File: src/rtl/fetch_queue_if.sv
// fetch_queue packet type and handshake interface.
//
// fetch_queue_pkg  : core_instr_packet_t, the per-lane instruction packet.
// fetch_queue_if   : all Fetch-side and Next-side signals of the queue.
//   master modport : the environment (drives flush, enq_*, deq_ready).
//   slave modport  : the queue itself (drives enq_ready, deq_*, count).

package fetch_queue_pkg;
   typedef struct packed {
      logic [31:0] pc;
      logic [31:0] instr;
   } core_instr_packet_t;
endpackage

interface fetch_queue_if #(
   parameter int ENQ_W = 2,
   parameter int DEQ_W = 2,
   parameter int DEPTH = 8,
   parameter int CNT_W = $clog2(DEPTH + 1)
);
   import fetch_queue_pkg::*;

   logic                                flush;
   logic               [ENQ_W-1:0]      enq_valid;
   core_instr_packet_t [ENQ_W-1:0]      enq_packet;
   logic                                enq_ready;
   logic               [DEQ_W-1:0]      deq_valid;
   core_instr_packet_t [DEQ_W-1:0]      deq_packet;
   logic               [DEQ_W-1:0]      deq_ready;
   logic               [CNT_W-1:0]      count;

   modport master (
      output flush, enq_valid, enq_packet, deq_ready,
      input  enq_ready, deq_valid, deq_packet, count
   );

   modport slave (
      input  flush, enq_valid, enq_packet, deq_ready,
      output enq_ready, deq_valid, deq_packet, count
   );
endinterface

File: src/rtl/fetch_queue.sv
// fetch_queue: multi-lane in-order instruction buffer between Fetch and Next.
//
// Ports:
//   clk    : rising-edge clock
//   rst_n  : asynchronous active-low reset (pointers, count)
//   q      : fetch_queue_if.slave
//            flush            - drop contents and this cycle's enqueue
//            enq_valid/packet - ENQ_W lanes in, lane 0 oldest
//            enq_ready        - room for all ENQ_W lanes (registered state only)
//            deq_valid/packet - DEQ_W oldest entries, lane 0 oldest
//            deq_ready        - per-lane consume from Next
//            count            - occupancy 0..DEPTH
//
// Storage is a circular buffer; count (not pointer equality) tells full from
// empty. All outputs are functions of registers only.

// Per-lane slot: index = base + LANE (mod 2^PTR_W), active when LANE < limit.
module fetch_queue_lane #(
   parameter int LANE  = 0,
   parameter int PTR_W = 3,
   parameter int CNT_W = 4
) (
   input  logic [PTR_W-1:0] base,
   input  logic [CNT_W-1:0] limit,
   output logic [PTR_W-1:0] idx,
   output logic             on
);
   assign idx = base + PTR_W'(LANE);
   assign on  = CNT_W'(LANE) < limit;
endmodule

module fetch_queue #(
   parameter int ENQ_W = 2,
   parameter int DEQ_W = 2,
   parameter int DEPTH = 8,
   parameter int CNT_W = $clog2(DEPTH + 1)
) (
   input logic         clk,
   input logic         rst_n,
   fetch_queue_if.slave q
);
   import fetch_queue_pkg::*;

   localparam int PTR_W = (DEPTH > 1) ? $clog2(DEPTH) : 1;

   core_instr_packet_t mem [DEPTH];

   logic [PTR_W-1:0] rd_ptr, wr_ptr;
   logic [CNT_W-1:0] cnt;
   logic [CNT_W-1:0] n_enq, n_enq_acc, n_deq;
   logic             enq_ok;

   logic [ENQ_W-1:0] enq_on;
   logic [PTR_W-1:0] enq_idx [ENQ_W];
   logic [DEQ_W-1:0] deq_on;
   logic [PTR_W-1:0] deq_idx [DEQ_W];

   // Ready is all-or-nothing and looks only at the pre-dequeue count, so
   // space freed by this cycle's dequeue becomes usable next cycle.
   assign q.enq_ready = (cnt <= CNT_W'(DEPTH - ENQ_W));
   assign q.count     = cnt;
   assign enq_ok      = q.enq_ready & ~q.flush;

   // Leading-ones count: a hole in enq_valid cuts off every later lane.
   always_comb begin
      logic run;
      run   = 1'b1;
      n_enq = '0;
      for (int i = 0; i < ENQ_W; i++) begin
         run = run & q.enq_valid[i];
         if (run) n_enq = n_enq + CNT_W'(1);
      end
   end

   assign n_enq_acc = enq_ok ? n_enq : '0;

   // Same rule on the dequeue side: a ready lane behind a stalled one
   // consumes nothing.
   always_comb begin
      logic run;
      run   = 1'b1;
      n_deq = '0;
      for (int i = 0; i < DEQ_W; i++) begin
         run = run & deq_on[i] & q.deq_ready[i];
         if (run) n_deq = n_deq + CNT_W'(1);
      end
   end

   for (genvar i = 0; i < ENQ_W; i++) begin : g_enq
      fetch_queue_lane #(.LANE(i), .PTR_W(PTR_W), .CNT_W(CNT_W)) u_lane (
         .base  (wr_ptr),
         .limit (n_enq_acc),
         .idx   (enq_idx[i]),
         .on    (enq_on[i])
      );
   end

   for (genvar i = 0; i < DEQ_W; i++) begin : g_deq
      fetch_queue_lane #(.LANE(i), .PTR_W(PTR_W), .CNT_W(CNT_W)) u_lane (
         .base  (rd_ptr),
         .limit (cnt),
         .idx   (deq_idx[i]),
         .on    (deq_on[i])
      );
   end

   assign q.deq_valid = deq_on;

   // Packet on an invalid lane is whatever the slot holds (don't-care).
   always_comb begin
      for (int i = 0; i < DEQ_W; i++) q.deq_packet[i] = mem[deq_idx[i]];
   end

   // Pointer widths equal log2(DEPTH), so truncating adds wrap mod DEPTH.
   always_ff @(posedge clk or negedge rst_n) begin
      if (!rst_n) begin
         rd_ptr <= '0;
         wr_ptr <= '0;
         cnt    <= '0;
      end else if (q.flush) begin
         rd_ptr <= '0;
         wr_ptr <= '0;
         cnt    <= '0;
      end else begin
         rd_ptr <= rd_ptr + PTR_W'(n_deq);
         wr_ptr <= wr_ptr + PTR_W'(n_enq_acc);
         cnt    <= cnt + n_enq_acc - n_deq;
      end
   end

   // Storage has no reset; validity lives entirely in count.
   always_ff @(posedge clk) begin
      for (int i = 0; i < ENQ_W; i++) begin
         if (enq_on[i]) mem[enq_idx[i]] <= q.enq_packet[i];
      end
   end

   always_ff @(posedge clk) begin
      if (rst_n) assert (cnt <= CNT_W'(DEPTH))
         else $error("fetch_queue: occupancy above DEPTH");
   end

endmodule
File: src/flat_wrapper.sv
// flat-port wrapper written by rule: the top's interface ports become plain ports
module fetch_queue_flat import fetch_queue_pkg::*;
#(
   parameter int ENQ_W = 2,
   parameter int DEQ_W = 2,
   parameter int DEPTH = 8,
   parameter int CNT_W = $clog2(DEPTH + 1)
)
  (clk, rst_n, q_flush, q_enq_valid, q_enq_packet, q_deq_ready, q_enq_ready, q_deq_valid, q_deq_packet, q_count);
  fetch_queue_if #(.ENQ_W(ENQ_W), .DEQ_W(DEQ_W), .DEPTH(DEPTH), .CNT_W(CNT_W)) q_i ();
  input logic clk;
  input logic rst_n;
  input wire logic [$bits(q_i.flush)-1:0] q_flush;
  input wire logic [$bits(q_i.enq_valid)-1:0] q_enq_valid;
  input wire logic [$bits(q_i.enq_packet)-1:0] q_enq_packet;
  input wire logic [$bits(q_i.deq_ready)-1:0] q_deq_ready;
  output wire logic [$bits(q_i.enq_ready)-1:0] q_enq_ready;
  output wire logic [$bits(q_i.deq_valid)-1:0] q_deq_valid;
  output wire logic [$bits(q_i.deq_packet)-1:0] q_deq_packet;
  output wire logic [$bits(q_i.count)-1:0] q_count;
  assign q_i.flush = q_flush;
  assign q_i.enq_valid = q_enq_valid;
  assign q_i.enq_packet = q_enq_packet;
  assign q_i.deq_ready = q_deq_ready;
  assign q_enq_ready = q_i.enq_ready;
  assign q_deq_valid = q_i.deq_valid;
  assign q_deq_packet = q_i.deq_packet;
  assign q_count = q_i.count;
  fetch_queue #(.ENQ_W(ENQ_W), .DEQ_W(DEQ_W), .DEPTH(DEPTH), .CNT_W(CNT_W)) u_core (.clk(clk), .rst_n(rst_n), .q(q_i));
endmodule
File: config.mk
export PLATFORM = sky130hd
export DESIGN_NAME = fetch_queue_flat
export DESIGN_NICKNAME = d
export VERILOG_FILES = /design/src/rtl/fetch_queue_if.sv /design/src/rtl/fetch_queue.sv /design/src/flat_wrapper.sv
export SDC_FILE = /design/constraint.sdc
export NUM_CORES = 1
export LEC_CHECK = 0
export BUFFER_PORTS_ARGS = -buffer_cell sky130_fd_sc_hd__buf_2
export CAP_MARGIN = 20
export CORE_MARGIN = 1.5
export CORE_UTILIZATION = 61
export DETAILED_ROUTE_END_ITERATION = 12
export GPL_TIMING_DRIVEN = 0
export PLACE_DENSITY = 0.81
export SLEW_MARGIN = 20
export SYNTH_ARGS = -nofsm -noshare
export SYNTH_HDL_FRONTEND = slang
export SYNTH_SLANG_ARGS = --single-unit
File: constraint.sdc
create_clock -name clk -period 6.85 [get_ports clk]
set_input_delay 1.37 -clock clk [delete_from_list [all_inputs] [get_ports clk]]
set_output_delay 1.37 -clock clk [all_outputs]
set_load 0.05 [all_outputs]
==> results_dict.tcl <==
set metrics [dict create \
    critPathMaxFanout 10 \
    cts_resized 0 \
    r2r_slack_ns 3.58 \
    post_cts_buffers 0 \
    outcome "finished clean" \
    netlist.area_leader.share 0.511 \
    drc_errors 0 \
    fillers 3094 \
    vias_per_cell 6.84 \
    crit_path_max_incr_delay_ns 0.65 \
    synthCells 1640 \
    cp_cell_sequence "clkbuf_1, buf_2, clkbuf_1, buf_2, mux4_2, mux2_2, buf_2" \
    grt_pass1_vias 19349 \
    ys_ff_latch 522 \
    avgSynthCellArea_um2 18.3 \
    drt_iter0_markers 1946 \
    holdBufCountCts 0 \
    grt_pass1_wl_mm 123 \
    slowest_stage "clkbuf_1" \
    wl_per_cell_um 31.2 \
    cp_common_cell "buf_2" \
    coreArea_mm2 0.0487 \
    grt_max_degree 19 \
    whs_ns 0.602 \
    ys_seq_area_frac 0.520 \
    seqCellArea_mm2 0.0156 \
    min_period_ns 5.18 \
    multi_input_area_mm2 0.0138 \
    synth_fp_nets 1790 \
    io_pins 270 \
    rows 81 \
    yosysMostFrequentCell "mux2_2" \
    r2r_end "u_core.mem[0][21]$_DFFE_PP_" \
    power_leakage_nw 11.5 \
    portBuffers 268 \
    overflow 0 \
    finClkSkew_ns 0.0237 \
    hold_violations 0 \
    maxCapViolCount 0 \
    nNetsFinal 2147 \
    path_clk_slew_ns 0.07 \
    gp_congestion 0.802 \
    antenna_found_initial 20 \
    cellPowerDensity_mw_per_mm2 366 \
    dp_slack_ns 2.31 \
    finalSetupViolations 0 \
    h-tree-depth 2 \
    finalWorstSetupSlack_ns 1.67 \
    synth.distinct_cells 38 \
    finalCoreUtilization 0.714 \
    synth_edf_count 512 \
    peakVddDrop_v 0.000333 \
    netlist.top_cell.by_area "edfxtp_1" \
    clock-sinks 522 \
    async_reset_ff_frac 0.0192 \
    drive_gt1_frac 0.655 \
    cts_buffers 55 \
    min_path_type "in -> async" \
    fmax_ghz 0.193 \
    grt_usage 0.337 \
    cp_data_required_time_ns 5.48 \
    rsz0062_at_grt "no" \
    synth_area_leaders "edfxtp_1 51%, mux2_2 22%, mux4_2 19%" \
    r2r_start "u_core.wr_ptr[0]$_DFF_PN0_" \
    start_util 0.617 \
    yosysWarnings 0 \
    dieArea_mm2 0.0506 \
    dr.pass1.iters 5 \
    die_h_um 225 \
    tightest_slew_ns 0.961 \
    yosys-top-cells-count "592 x mux2_2, 512 x edfxtp_1, 256 x mux4_2" \
    netlist_area_mm2 0.0301 \
    reg2regPathDepth 6 \
    period_share 0.756 \
    clockRootBuffer "clkbuf_16" \
    cts_tree "yes" \
    dpl.hpwl_mm 55.3 \
    cts.path.max_buffers 3 \
    insertion_delay_ns 0.62 \
    start_kind "flip-flop" \
    maxSlewViolCount 0 \
    vias 18584 \
    die_w_um 225 \
    crit_type "reg -> out" \
    postRouteAntennaNets 0 \
    slew_headroom 0.360 \
    arrival_ns 3.81 \
    cp_top_family "buffers and inverters" \
    crit_path_end_kind "output pin" \
    ys_dominant_reg_cell "edfxtp_1" \
    wl_mm 84.7 \
    critPathBufInv 5 \
    syn_to_final_growth_pct 15.7 \
]
[state kept, by name (all words and copies together), names as in the netlist]
| register | flops |
|---|---|
| u_core.wr_ptr | 3 |
| u_core.mem | 512 |
| u_core.rd_ptr | 3 |
| u_core.q.count | 4 |
[layout by cell type, fill, tap and decap left out, types with 2 or more instances in the layout]
cell / count
clkbuf_2: 2
clkbuf_1: 47
buf_2: 331
a21oi_4: 2
nor2b_1: 6
edfxtp_1: 512
a21oi_1: 3
fa_1: 4
nand2b_4: 2
buf_4: 10
inv_1: 8
dfrtp_1: 10
buf_6: 16
nand3_1: 4
nor2_4: 6
buf_16: 19
mux2_1: 50
xnor2_1: 3
nor3_1: 2
nor2_1: 13
clkinv_1: 11
buf_12: 10
buf_8: 3
nand2b_1: 4
nand2_1: 4
ha_1: 11
and3_1: 2
mux2_2: 592
nor3_4: 6
clkinv_2: 8
inv_6: 4
diode_2: 14
clkbuf_16: 55
bufinv_16: 4
nor2_2: 2
mux4_2: 256
[worst register-to-register path, delay by kind of cell (launching register included)]
kind	cells	cell delay (ns)
buffers and inverters	1	0.50
flip-flops	1	0.50
AND/OR/NAND/NOR	3	1.21
adder cells (fa/ha/maj)	1	0.39
multiplexers	1	0.39
[kinds of logic (layout without fill, tap and decap cells)]
family          Yosys count  after routing  share of synthesized area
buf+inv                 132            530                     0.0243
mux                     898            898                      0.432
simple gates             57             57                     0.0124
other cells               0             14                          0
xor+xnor                  6              6                    0.00200
flops                   522            522                      0.520
compound gates           10             10                    0.00237
fa+ha+maj                15             15                    0.00724
[where the power goes]
part	switching, W	internal (W)	leakage (nW)
clock	0.00125	0.00162	0.819
sequential	0.0000664	0.00365	4.76
combinational	0.00388	0.00226	5.95
total	0.00520	0.00753	11.5
[worst max-delay path by stage]
stage | startpoint | slack [ns] | cells past startpoint | to
6_report | u_core.rd_ptr[0]$_DFF_PN0_ | 1.67 | 7 | q_deq_packet[28]
5_1_grt | u_core.rd_ptr[0]$_DFF_PN0_ | 1.60 | 6 | q_deq_packet[101]
4_1_cts | u_core.rd_ptr[0]$_DFF_PN0_ | 1.62 | 6 | q_deq_packet[101]
3_5_place_dp | u_core.rd_ptr[0]$_DFF_PN0_ | 2.31 | 6 | q_deq_packet[101]
3_3_place_gp | q_enq_valid[0] | -2.80 | 4 | u_core.mem[2][46]$_DFFE_PP_
2_1_floorplan | q_enq_valid[0] | 1.03 | 4 | u_core.mem[2][0]$_DFFE_PP_
[stage by stage]
step	total power (W)	cell area, um2	TNS (ns)	std cells
2_1_floorplan	0.00831	30100	0	1640
3_3_place_gp	0.00979	32200	-1012.24	2572
3_5_place_dp	0.00991	33100	0	2604
4_1_cts	0.0128	34800	0	2702
5_1_grt	0.0131	34800	0	2713
6_report	0.0127	34800	0	2716
[final cells by class]
class                      instances  share of cell area
clock buffer                      70              0.0412
antenna                           14             0.00101
buffer                           124              0.0202
multi-input combinational        986               0.396
tap                              664              0.0239
inverter                           8            0.000863
sequential                       522               0.449
clock inverter                    28             0.00701
timing repair buffer             300              0.0606
[per-layer routing]
layer	vias to the layer above	routed length, um	track usage
met5	-	108	0
met4	18	2730	0.126
met3	205	8370	0.0876
met2	1045	41900	0.552
met1	9694	31600	0.435
li1	7622	-	-
(Power assumes the default switching activity.)
